--- config.mk ---
export PLATFORM = sky130hd
export DESIGN_NAME = hazard_ctrl_flat
export DESIGN_NICKNAME = d
export VERILOG_FILES = /design/src/rtl/hazard_pkg.sv /design/src/rtl/hazard_ctrl_if.sv /design/src/rtl/md_busy_counter.sv /design/src/rtl/hazard_ctrl.sv /design/src/flat_wrapper.sv
export SDC_FILE = /design/constraint.sdc
export NUM_CORES = 1
export LEC_CHECK = 0
export CORE_ASPECT_RATIO = 1.4
export CORE_UTILIZATION = 44
export DETAILED_ROUTE_END_ITERATION = 8
export PLACE_DENSITY = 0.8
export REMOVE_ABC_BUFFERS = 1
export SLEW_MARGIN = 40
export SYNTH_ARGS = -nofsm -noshare
export SYNTH_HDL_FRONTEND = slang
export SYNTH_SLANG_ARGS = --single-unit
--- constraint.sdc ---
create_clock -name clk -period 2 [get_ports clk]
set_input_delay 0.4 -clock clk [delete_from_list [all_inputs] [get_ports clk]]
set_output_delay 0.4 -clock clk [all_outputs]
set_load 0.01 [all_outputs]
--- src/rtl/hazard_pkg.sv ---
// rtl/hazard_pkg.sv - shared stall-cause and register-source encodings for the hazard unit
package hazard_pkg;

    typedef enum logic [2:0] {
        CAUSE_NONE   = 3'd0,
        CAUSE_LOAD   = 3'd1,
        CAUSE_BRANCH = 3'd2,
        CAUSE_MD     = 3'd3,
        CAUSE_MEM    = 3'd4
    } stall_cause_e;

    // Write-back source select used by the decode logic
    typedef enum logic [1:0] {
        REG_SRC_ALU  = 2'd0,
        REG_SRC_MEM  = 2'd1,
        REG_SRC_PC8  = 2'd2,
        REG_SRC_HILO = 2'd3
    } reg_src_e;

endpackage

--- src/rtl/hazard_ctrl_if.sv ---
// rtl/hazard_ctrl_if.sv - pipeline-to-hazard-unit signal bundle
interface hazard_ctrl_if #(
    parameter int REG_ADDR_W = 5,
    parameter int PERF_W     = 32
);
    logic [REG_ADDR_W-1:0]     rsD, rtD;
    logic                      branchD, md_startD, md_readD, pc_redirectD;
    logic [REG_ADDR_W-1:0]     writeRegAddrE, writeRegAddrM;
    logic                      Regfile_weE, Regfile_weM;
    logic                      loadE, loadM, md_startE;
    logic                      mem_reqM, dmem_ready;
    logic                      stallF, stallD, stallE, stallM;
    logic                      flushD, flushE, flushW;
    logic                      md_busy;
    hazard_pkg::stall_cause_e  stall_cause;
    logic [PERF_W-1:0]         stall_cycles;

    modport master (
        output rsD, rtD, branchD, md_startD, md_readD, pc_redirectD,
               writeRegAddrE, writeRegAddrM, Regfile_weE, Regfile_weM,
               loadE, loadM, md_startE, mem_reqM, dmem_ready,
        input  stallF, stallD, stallE, stallM, flushD, flushE, flushW,
               md_busy, stall_cause, stall_cycles
    );

    modport slave (
        input  rsD, rtD, branchD, md_startD, md_readD, pc_redirectD,
               writeRegAddrE, writeRegAddrM, Regfile_weE, Regfile_weM,
               loadE, loadM, md_startE, mem_reqM, dmem_ready,
        output stallF, stallD, stallE, stallM, flushD, flushE, flushW,
               md_busy, stall_cause, stall_cycles
    );
endinterface

--- src/rtl/md_busy_counter.sv ---
// rtl/md_busy_counter.sv - mult/div busy scoreboard counter
module md_busy_counter #(
    parameter int MD_LATENCY = 4
) (
    input  logic clk,
    input  logic rst_n,
    input  logic start,
    input  logic hold,
    output logic busy
);
    localparam int CNT_W = $clog2(MD_LATENCY + 1);

    logic [CNT_W-1:0] count_q, count_d;
    logic             busy_q, busy_d;

    // A held issue does not load; the E instruction re-issues once the hold clears
    always_comb begin
        count_d = count_q;
        if (start && !hold) begin
            count_d = CNT_W'(MD_LATENCY);
        end else if (count_q != '0) begin
            count_d = count_q - CNT_W'(1);
        end
        busy_d = (count_d != '0);
    end

    always_ff @(posedge clk or negedge rst_n) begin
        if (!rst_n) begin
            count_q <= '0;
            busy_q  <= 1'b0;
        end else begin
            count_q <= count_d;
            busy_q  <= busy_d;
        end
    end

    assign busy = busy_q;
endmodule

--- src/rtl/hazard_ctrl.sv ---
// rtl/hazard_ctrl.sv - pipeline stall/flush controller with md scoreboard and stall statistics
module hazard_ctrl
    import hazard_pkg::*;
#(
    parameter int REG_ADDR_W = 5,
    parameter int MD_LATENCY = 4,
    parameter int PERF_W     = 32
) (
    input  logic          clk,
    input  logic          rst_n,
    hazard_ctrl_if.slave  hz
);
    localparam logic [REG_ADDR_W-1:0] ZERO_REG = '0;

    logic lw_hz, br_hz, md_hz, mem_hz, md_busy;
    logic stall_f, stall_d, stall_e, stall_m, flush_d, flush_e, flush_w;
    stall_cause_e      stall_cause_q, stall_cause_d;
    logic [PERF_W-1:0] stall_cycles_q, stall_cycles_d;

    function automatic logic src_match(input logic [REG_ADDR_W-1:0] wr,
                                       input logic [REG_ADDR_W-1:0] rs,
                                       input logic [REG_ADDR_W-1:0] rt);
        return (wr != ZERO_REG) && ((wr == rs) || (wr == rt));
    endfunction

    md_busy_counter #(.MD_LATENCY(MD_LATENCY)) u_md_cnt (
        .clk   (clk),
        .rst_n (rst_n),
        .start (hz.md_startE),
        .hold  (mem_hz),
        .busy  (md_busy)
    );

    always_comb begin
        mem_hz = hz.mem_reqM && !hz.dmem_ready;
        lw_hz  = hz.loadE && hz.Regfile_weE && src_match(hz.writeRegAddrE, hz.rsD, hz.rtD);
        br_hz  = hz.branchD &&
                 ((hz.Regfile_weE && src_match(hz.writeRegAddrE, hz.rsD, hz.rtD)) ||
                  (hz.loadM && hz.Regfile_weM && src_match(hz.writeRegAddrM, hz.rsD, hz.rtD)));
        md_hz  = (hz.md_startD || hz.md_readD) && (md_busy || hz.md_startE);
    end

    // Memory wait freezes everything; data hazards bubble E; redirect squashes D
    always_comb begin
        stall_f = 1'b0; stall_d = 1'b0; stall_e = 1'b0; stall_m = 1'b0;
        flush_d = 1'b0; flush_e = 1'b0; flush_w = 1'b0;
        stall_cause_d = CAUSE_NONE;
        if (mem_hz) begin
            {stall_f, stall_d, stall_e, stall_m, flush_w} = 5'b11111;
            stall_cause_d = CAUSE_MEM;
        end else if (lw_hz || br_hz || md_hz) begin
            {stall_f, stall_d, flush_e} = 3'b111;
            stall_cause_d = lw_hz ? CAUSE_LOAD : (br_hz ? CAUSE_BRANCH : CAUSE_MD);
        end else if (hz.pc_redirectD) begin
            flush_d = 1'b1;
        end
        stall_cycles_d = stall_cycles_q + PERF_W'(stall_f);
    end

    always_ff @(posedge clk or negedge rst_n) begin
        if (!rst_n) begin
            stall_cause_q  <= CAUSE_NONE;
            stall_cycles_q <= '0;
        end else begin
            stall_cause_q  <= stall_cause_d;
            stall_cycles_q <= stall_cycles_d;
        end
    end

    assign hz.stallF       = stall_f;
    assign hz.stallD       = stall_d;
    assign hz.stallE       = stall_e;
    assign hz.stallM       = stall_m;
    assign hz.flushD       = flush_d;
    assign hz.flushE       = flush_e;
    assign hz.flushW       = flush_w;
    assign hz.md_busy      = md_busy;
    assign hz.stall_cause  = stall_cause_q;
    assign hz.stall_cycles = stall_cycles_q;
endmodule

--- src/flat_wrapper.sv ---
// flat-port wrapper written by rule: the top's interface ports become plain ports
module hazard_ctrl_flat import hazard_pkg::*;
#(
    parameter int REG_ADDR_W = 5,
    parameter int MD_LATENCY = 4,
    parameter int PERF_W     = 32
)
  (clk, rst_n, hz_rsD, hz_rtD, hz_branchD, hz_md_startD, hz_md_readD, hz_pc_redirectD, hz_writeRegAddrE, hz_writeRegAddrM, hz_Regfile_weE, hz_Regfile_weM, hz_loadE, hz_loadM, hz_md_startE, hz_mem_reqM, hz_dmem_ready, hz_stallF, hz_stallD, hz_stallE, hz_stallM, hz_flushD, hz_flushE, hz_flushW, hz_md_busy, hz_stall_cause, hz_stall_cycles);
  hazard_ctrl_if #(.REG_ADDR_W(REG_ADDR_W), .PERF_W(PERF_W)) hz_i ();
  input  logic clk;
  input  logic rst_n;
  input wire logic [$bits(hz_i.rsD)-1:0] hz_rsD;
  input wire logic [$bits(hz_i.rtD)-1:0] hz_rtD;
  input wire logic [$bits(hz_i.branchD)-1:0] hz_branchD;
  input wire logic [$bits(hz_i.md_startD)-1:0] hz_md_startD;
  input wire logic [$bits(hz_i.md_readD)-1:0] hz_md_readD;
  input wire logic [$bits(hz_i.pc_redirectD)-1:0] hz_pc_redirectD;
  input wire logic [$bits(hz_i.writeRegAddrE)-1:0] hz_writeRegAddrE;
  input wire logic [$bits(hz_i.writeRegAddrM)-1:0] hz_writeRegAddrM;
  input wire logic [$bits(hz_i.Regfile_weE)-1:0] hz_Regfile_weE;
  input wire logic [$bits(hz_i.Regfile_weM)-1:0] hz_Regfile_weM;
  input wire logic [$bits(hz_i.loadE)-1:0] hz_loadE;
  input wire logic [$bits(hz_i.loadM)-1:0] hz_loadM;
  input wire logic [$bits(hz_i.md_startE)-1:0] hz_md_startE;
  input wire logic [$bits(hz_i.mem_reqM)-1:0] hz_mem_reqM;
  input wire logic [$bits(hz_i.dmem_ready)-1:0] hz_dmem_ready;
  output wire logic [$bits(hz_i.stallF)-1:0] hz_stallF;
  output wire logic [$bits(hz_i.stallD)-1:0] hz_stallD;
  output wire logic [$bits(hz_i.stallE)-1:0] hz_stallE;
  output wire logic [$bits(hz_i.stallM)-1:0] hz_stallM;
  output wire logic [$bits(hz_i.flushD)-1:0] hz_flushD;
  output wire logic [$bits(hz_i.flushE)-1:0] hz_flushE;
  output wire logic [$bits(hz_i.flushW)-1:0] hz_flushW;
  output wire logic [$bits(hz_i.md_busy)-1:0] hz_md_busy;
  output wire logic [$bits(hz_i.stall_cause)-1:0] hz_stall_cause;
  output wire logic [$bits(hz_i.stall_cycles)-1:0] hz_stall_cycles;
  assign hz_i.rsD = hz_rsD;
  assign hz_i.rtD = hz_rtD;
  assign hz_i.branchD = hz_branchD;
  assign hz_i.md_startD = hz_md_startD;
  assign hz_i.md_readD = hz_md_readD;
  assign hz_i.pc_redirectD = hz_pc_redirectD;
  assign hz_i.writeRegAddrE = hz_writeRegAddrE;
  assign hz_i.writeRegAddrM = hz_writeRegAddrM;
  assign hz_i.Regfile_weE = hz_Regfile_weE;
  assign hz_i.Regfile_weM = hz_Regfile_weM;
  assign hz_i.loadE = hz_loadE;
  assign hz_i.loadM = hz_loadM;
  assign hz_i.md_startE = hz_md_startE;
  assign hz_i.mem_reqM = hz_mem_reqM;
  assign hz_i.dmem_ready = hz_dmem_ready;
  assign hz_stallF = hz_i.stallF;
  assign hz_stallD = hz_i.stallD;
  assign hz_stallE = hz_i.stallE;
  assign hz_stallM = hz_i.stallM;
  assign hz_flushD = hz_i.flushD;
  assign hz_flushE = hz_i.flushE;
  assign hz_flushW = hz_i.flushW;
  assign hz_md_busy = hz_i.md_busy;
  assign hz_stall_cause = hz_i.stall_cause;
  assign hz_stall_cycles = hz_i.stall_cycles;
  hazard_ctrl #(.REG_ADDR_W(REG_ADDR_W), .MD_LATENCY(MD_LATENCY), .PERF_W(PERF_W)) u_core (.clk(clk), .rst_n(rst_n), .hz(hz_i));
endmodule
== Word level (Yosys, flattened, before mapping) ==
Cells that the tools add are included.

* Bits in registers: 39
* Input bits: 33
* Output and inout port bits: 43
* Word-level logic and storage cells: 47

* Add/sub/neg operators: 2
* Eq/ne operators: 4
* Muxes and demuxes: 13
* Reductions and logical operators: 24

{| class="wikitable"
|+ Operators by type and width
! cell !! number
|-
| 32-bit by 1-bit adder with 32-bit output || 1
|-
| 5-bit == test || 4
|-
| 3-bit two-way mux || 5
|-
| 1-bit logical AND || 11
|-
| 5-bit nonzero test || 2
|-
| 1-bit two-way mux || 8
|-
| 1-bit logical OR || 7
|-
| 3-bit nonzero test || 2
|-
| 3-bit by 1-bit subtractor with 3-bit output (second input constant) || 1
|-
| 1-bit zero test || 2
|}

== Longest topological paths before layout ==
* Depth in word-level cells: 11
* Depth in mapped cells: 12
* Depth with buffers taken out: 12

== Cells and area by module ==
From an unflattened synthesis, not the netlist that was laid out.

* Cell total of the unflattened synthesis: 190
* Area total of the unflattened synthesis: 2044.5 um^2

{| class="wikitable"
|+ By module, submodules not included
! module !! times used !! cells each !! area each (um^2) !! seq. area each (um^2)
|-
| hazard_ctrl || 1 || 170 || 1825.5 || 875.8
|-
| md_busy_counter || 1 || 20 || 219.0 || 100.1
|}

== Least setup slack after synthesis ==
No wires, ideal clock.

* Path type: input to register
* Start: in hz_rsD[0]
* End: reg u_core.stall_cycles_q[27], in the netlist u_core.hz.stall_cycles[27]
* Setup time: 125 ps
* Arrival: 2464 ps
* Required time: 1875 ps
* Setup slack: -589 ps
* Cell stages on the path: 11
* Path buffers: 0
* Path through: xor2_1 nor3_1 a22oi_1 o31a_1 nand3_1 ha_1 nand3_1 nor2_1 and3_2 nand3_1 xnor2_1

* Word-level cells in the longest chain between the ends: 11
* Elaborated cells between the ends (all ways): 16
* Those cells by class: add/sub: 1; eq/ne: 2; mux: 2; reduce/logical: 11

{| class="wikitable"
|+ Ends and longest elaborated chain
! what !! line !! text
|-
| start: declaration || flat_wrapper.sv:12 || <nowiki>input wire logic [$bits(hz_i.rsD)-1:0] hz_rsD;</nowiki>
|-
| 5-bit == test || hazard_ctrl.sv:23 || <nowiki>return (wr != ZERO_REG) && ((wr == rs) || (wr == rt));</nowiki>
|-
| 1-bit logical OR || hazard_ctrl.sv:23 ||
|-
| 1-bit logical AND || hazard_ctrl.sv:23 ||
|-
| 1-bit logical AND, on equally long branches || hazard_ctrl.sv:38, hazard_ctrl.sv:39 ||
|-
| 1-bit logical OR || hazard_ctrl.sv:38 || <nowiki>((hz.Regfile_weE && src_match(hz.writeRegAddrE, hz.rsD, hz.rtD)) ||</nowiki>
|-
| 1-bit logical AND || hazard_ctrl.sv:37 || <nowiki>br_hz = hz.branchD &&</nowiki>
|-
| 1-bit logical OR (*) (2 in series) || hazard_ctrl.sv:51 || <nowiki>end else if (lw_hz || br_hz || md_hz) begin</nowiki>
|-
| 1-bit two-way mux (*) (2 in series) || - ||
|-
| net hz_stallD || flat_wrapper.sv:28 || <nowiki>output wire logic [$bits(hz_i.stallD)-1:0] hz_stallD;</nowiki>
|-
| 32-bit by 1-bit adder with 32-bit output (*) || hazard_ctrl.sv:57 || <nowiki>stall_cycles_d = stall_cycles_q + PERF_W'(stall_f);</nowiki>
|-
| net u_core.stall_cycles_d[27] || hazard_ctrl.sv:18 || <nowiki>logic [PERF_W-1:0] stall_cycles_q, stall_cycles_d;</nowiki>
|-
| end signal: assignment || hazard_ctrl.sv:66 || <nowiki>stall_cycles_q <= stall_cycles_d;</nowiki>
|-
| end: declaration || hazard_ctrl.sv:18 ||
|}

The timed path passes the listed nets; every way through them passes the cells marked *.

== Worst setup path in the final report ==
* Start: in hz_writeRegAddrE[1]
* End: reg u_core.stall_cycles_q[20], in the netlist u_core.hz.stall_cycles[20]

* Word-level cells in the longest chain between the ends: 11
* Elaborated cells between the ends (all ways): 14
* Those cells by class: add/sub: 1; eq/ne: 2; mux: 2; reduce/logical: 9

{| class="wikitable"
|+ Ends and longest elaborated chain
! what !! line !! text
|-
| start: declaration || flat_wrapper.sv:18 || <nowiki>input wire logic [$bits(hz_i.writeRegAddrE)-1:0] hz_writeRegAddrE;</nowiki>
|-
| 5-bit == test || hazard_ctrl.sv:23 ||
|-
| 1-bit logical OR || hazard_ctrl.sv:23 ||
|-
| 1-bit logical AND (*) || hazard_ctrl.sv:23 ||
|-
| 1-bit logical AND || hazard_ctrl.sv:38 ||
|-
| 1-bit logical OR || hazard_ctrl.sv:38 ||
|-
| 1-bit logical AND || hazard_ctrl.sv:37 ||
|-
| 1-bit logical OR (*) (2 in series) || hazard_ctrl.sv:51 ||
|-
| 1-bit two-way mux (*) || hazard_ctrl.sv:51 ||
|-
| 1-bit two-way mux (*) || hazard_ctrl.sv:48 || <nowiki>if (mem_hz) begin</nowiki>
|-
| 32-bit by 1-bit adder with 32-bit output (*) || hazard_ctrl.sv:57 ||
|-
| net u_core.stall_cycles_d[20] || hazard_ctrl.sv:18 ||
|}

Marked as above.

==> summary.txt <==
Status
  – Result of the run: finished, violations left
  – Violated checks: negative setup slack

Global route
  – GR Overflow Total: 0
  – First-pass GRT wire length: 8.80 mm
  – Initial antenna violation count: 0
  – GR Util All Layers: 24.2%
  – Pin count of the biggest net entering global routing: 40
  – Vias in the first global route: 1968

Placement
  – Dpl cell area: 3020 um^2
  – PortBufs: 75
  – DP HPWL: 3.92 mm
  – Placed Cells incl. Taps: 351
  – RD Place Congestion: 0.845
  – Place WS: -1.18 ns

STA
  – Final hold viol count: 0
  – Minimum clock period: 2.26 ns
  – Worst setup margin: -0.257 ns
  – Relative slew slack: 65.1%
  – Clock skew: 0.00309 ns
  – Max Transition Viols Final: 0
  – Tcrit/Tclk final: 113%
  – # setup viols final: 32
  – Setup repair after global routing missed its margin: yes
  – Worst-Margin Slew: 0.522 ns
  – Highest clock rate: 443 MHz

Synth
  – Yosys top cell by area: dfrtp_1
  – Post-Syn Area: 2050 um^2
  – Simple-gate share of the synthesized area: 19.7%
  – Main combinational cell family by area after synthesis: XOR/XNOR gates
  – Synth Flop Type: dfrtp_1
  – Seq/Total Area, Yosys: 47.6%
  – Avg Cell Area, Syn: 10.5 um^2
  – Post-synthesis mux area share: 0%
  – Mapped Cells: 195
  – Share of the synthesized area in the top cell type: 47.6%
  – Adder-Cell Fraction of Synth Area: 3.05%
  – Synth unique cells: 34
  – Ys Warns: 0
  – Number of synthesized flops with an enable pin: 0
  – Ys async rst share: 100%
  – Synth Area in Compound Gates: 5.19%
  – Flops & latches, synth: 39
  – Leading post-synthesis cells by cell area: dfrtp_1 48%, xnor2_1 12%, xor2_1 9.4%
  – Xor-xnor portion of the synthesized cell area: 21.8%

Setup path
  – Worst path max stage delay: 0.52 ns
  – CP Max Fanout: 4
  – Worst path top cell family by delay: simple AND/OR/NAND/NOR gates
  – Reg2reg start: u_core.u_md_cnt.busy$_DFF_PN0_
  – Buffers & Inverters on Critical Path: 2
  – Critical Path, Cell by Cell: buf_6 -> or4_4 -> o21a_1 -> o211ai_1 -> nand3_2 -> ha_4 -> ha_4 -> nand2_4 -> nor2_4 -> and3_4 -> buf_6 -> xor2_1
  – Critical path startpoint category: input pin
  – CP Launch Point: hz_writeRegAddrE[1]
  – Slowest-stage cell, CP: or4_4
  – Crit end category: flip-flop
  – Kind of critical path: input pin to flip-flop
  – Required @ worst endpoint: 2.16 ns
  – Crit path DAT: 2.42 ns

Clock tree
  – Clock Pin Slew Worst Setup and Hold Paths: 0.07 ns
  – Clk_lat worst skew: 0.29 ns
  – H-tree depth: 2
  – Hold buffers post-CTS: 0
  – CTS Buffer Depth: 2
  – CTS sink cnt: 39
  – CTS tree: yes
  – Clk root buf: clkbuf_8
  – Number of buffers created by CTS: 5

Route
  – Post-Route WL: 5.37 mm
  – Initial drt markers: 72
  – Avg WL per Cell: 14.6 um
  – Routed Antenna Nets: 0
  – Total number of vias: 1878
  – Vias per inst: 5.09
  – Remaining DRCs: 0
  – 1st-pass router iterations: 4

Floorplan
  – Initial Util: 45.5%
  – Die width: 59.7 um
  – Rows: 29
  – Core area: 4500 um^2
  – Die height: 82.7 um
  – Die ar.: 4940 um^2
  – Top-Level Pins: 76

Worst hold path
  – HP Class: input pin to asynchronous set/reset pin

Layout
  – Finished Cell Area: 3280 um^2
  – Finished Layout Cells: 369
  – Most common cell after layout, fill and taps aside: clkdlybuf4s50_1
  – Share of cells above drive strength 1: 33.2%
  – ANT cells: 0
  – Fin nets: 344
  – Most frequent cells in the layout: 44 x clkdlybuf4s50_1, 39 x dfrtp_1, 27 x buf_4, 25 x xnor2_1, 21 x buf_2
  – Area delta synth->final: 60.3%

Power
  – Peak VDD IR: 0.000377 V
  – Leak pwr: 1.54 nW
  – PwrDens: 731 nW/um^2

Job
  – Number of max-cap violations: 0
-- through the flow --
| step | util (%) | power [W] | hold slack, ns | TNS (ns) |
|---|---|---|---|---|
| 6_report | 73.0 | 0.00240 | 0.159 | -4.97 |
| 4_1_cts | 71.5 | 0.00235 | 0.170 | -5.29 |
| 3_5_place_dp | 67.1 | 0.00180 | 0.462 | -35.01 |
| 2_1_floorplan | - | 0.00137 | 0.104 | -14.00 |
| 5_1_grt | 73.0 | 0.00254 | 0.186 | -7.68 |
| 3_3_place_gp | 67.1 | 0.00178 | 0.460 | -31.38 |
-- synth_stat cells, types with 2 or more instances --
cell / number
dfrtp_1: 39
xnor2_1: 29
xor2_1: 22
nand3_1: 18
nand2_1: 14
nor2_1: 13
and3_1: 7
inv_1: 7
ha_1: 5
nor3_1: 5
a21oi_1: 4
nand4_1: 4
buf_4: 3
a21o_1: 2
and4_1: 2
o22ai_1: 2
or4_1: 2
-- repair_timing --
item	in CTS	in global routing
pin swaps	29	8
buffers inserted	6	5
setup endpoints to repair	39	34
resized for setup	142	9
gates cloned	0	0
-- final timing paths --
check / endpoint / slack [ns] / cells past startpoint
max: u_core.hz.stall_cycles[20]$_DFF_PN0_ / -0.26 / 12
min: u_core.hz.stall_cycles[2]$_DFF_PN0_ / 0.16 / 2
max reg2reg: u_core.hz.stall_cycles[20]$_DFF_PN0_ / 0.02 / 10
min reg2reg: u_core.hz.stall_cycles[31]$_DFF_PN0_ / 0.47 / 1
max in group asynchronous: u_core.hz.stall_cycles[7]$_DFF_PN0_ / 1.51 / 2
min in group clk: u_core.hz.stall_cycles[31]$_DFF_PN0_ / 0.47 / 1
-- power breakdown --
part	switching (W)	total, W	internal (W)
Combinational	0.000366	0.000848	0.000483
Sequential	0.000141	0.00105	0.000907
Clock	0.000257	0.000501	0.000245
Total	0.000764	0.00240	0.00163
-- area by class of cell --
cell class	count	area [um^2]
Fill cell	359	1220
Multi-Input combinational cell	145	1210
Sequential cell	39	976
Timing Repair Buffer	108	912
Tap cell	62	77.6
Clock buffer	7	76.3
Inverter	7	26.3
Clock inverter	1	5.00
-- logic make-up after synthesis --
logic type | Yosys count
simple gates | 74
buf+inv | 11
flops | 39
fa+ha+maj | 5
compound gates | 15
xor+xnor | 51
-- layer usage --
| metal | GRT usage, % | vias up | part of all wire, % |
|---|---|---|---|
| li1 | - | 878 | - |
| met1 | 25.0 | 891 | 34 |
| met4 | 10.9 | 0 | 3.9 |
| met5 | 0 | - | 0 |
| met3 | 5.76 | 21 | 6.0 |
| met2 | 44.9 | 88 | 56 |
-- sequential cells by signal, summed over array words and instances (netlist names) --
register	cells
u_core.hz.stall_cycles	32
u_core.hz.stall_cause	3
u_core.u_md_cnt.count_q	3
u_core.u_md_cnt.busy	1
-- worst register-to-register path: cells and delay by family (launching register included) --
family	cells	cell delay [ns]
AOI/OAI and AO/OA	2	0.42
xor gates and xnor gates	1	0.14
adders and majority gates	2	0.37
buffers and inverters	1	0.11
DFF	1	0.40
and+or+nand+nor	4	0.42
Note: power is estimated with default switching activity, not from simulation.
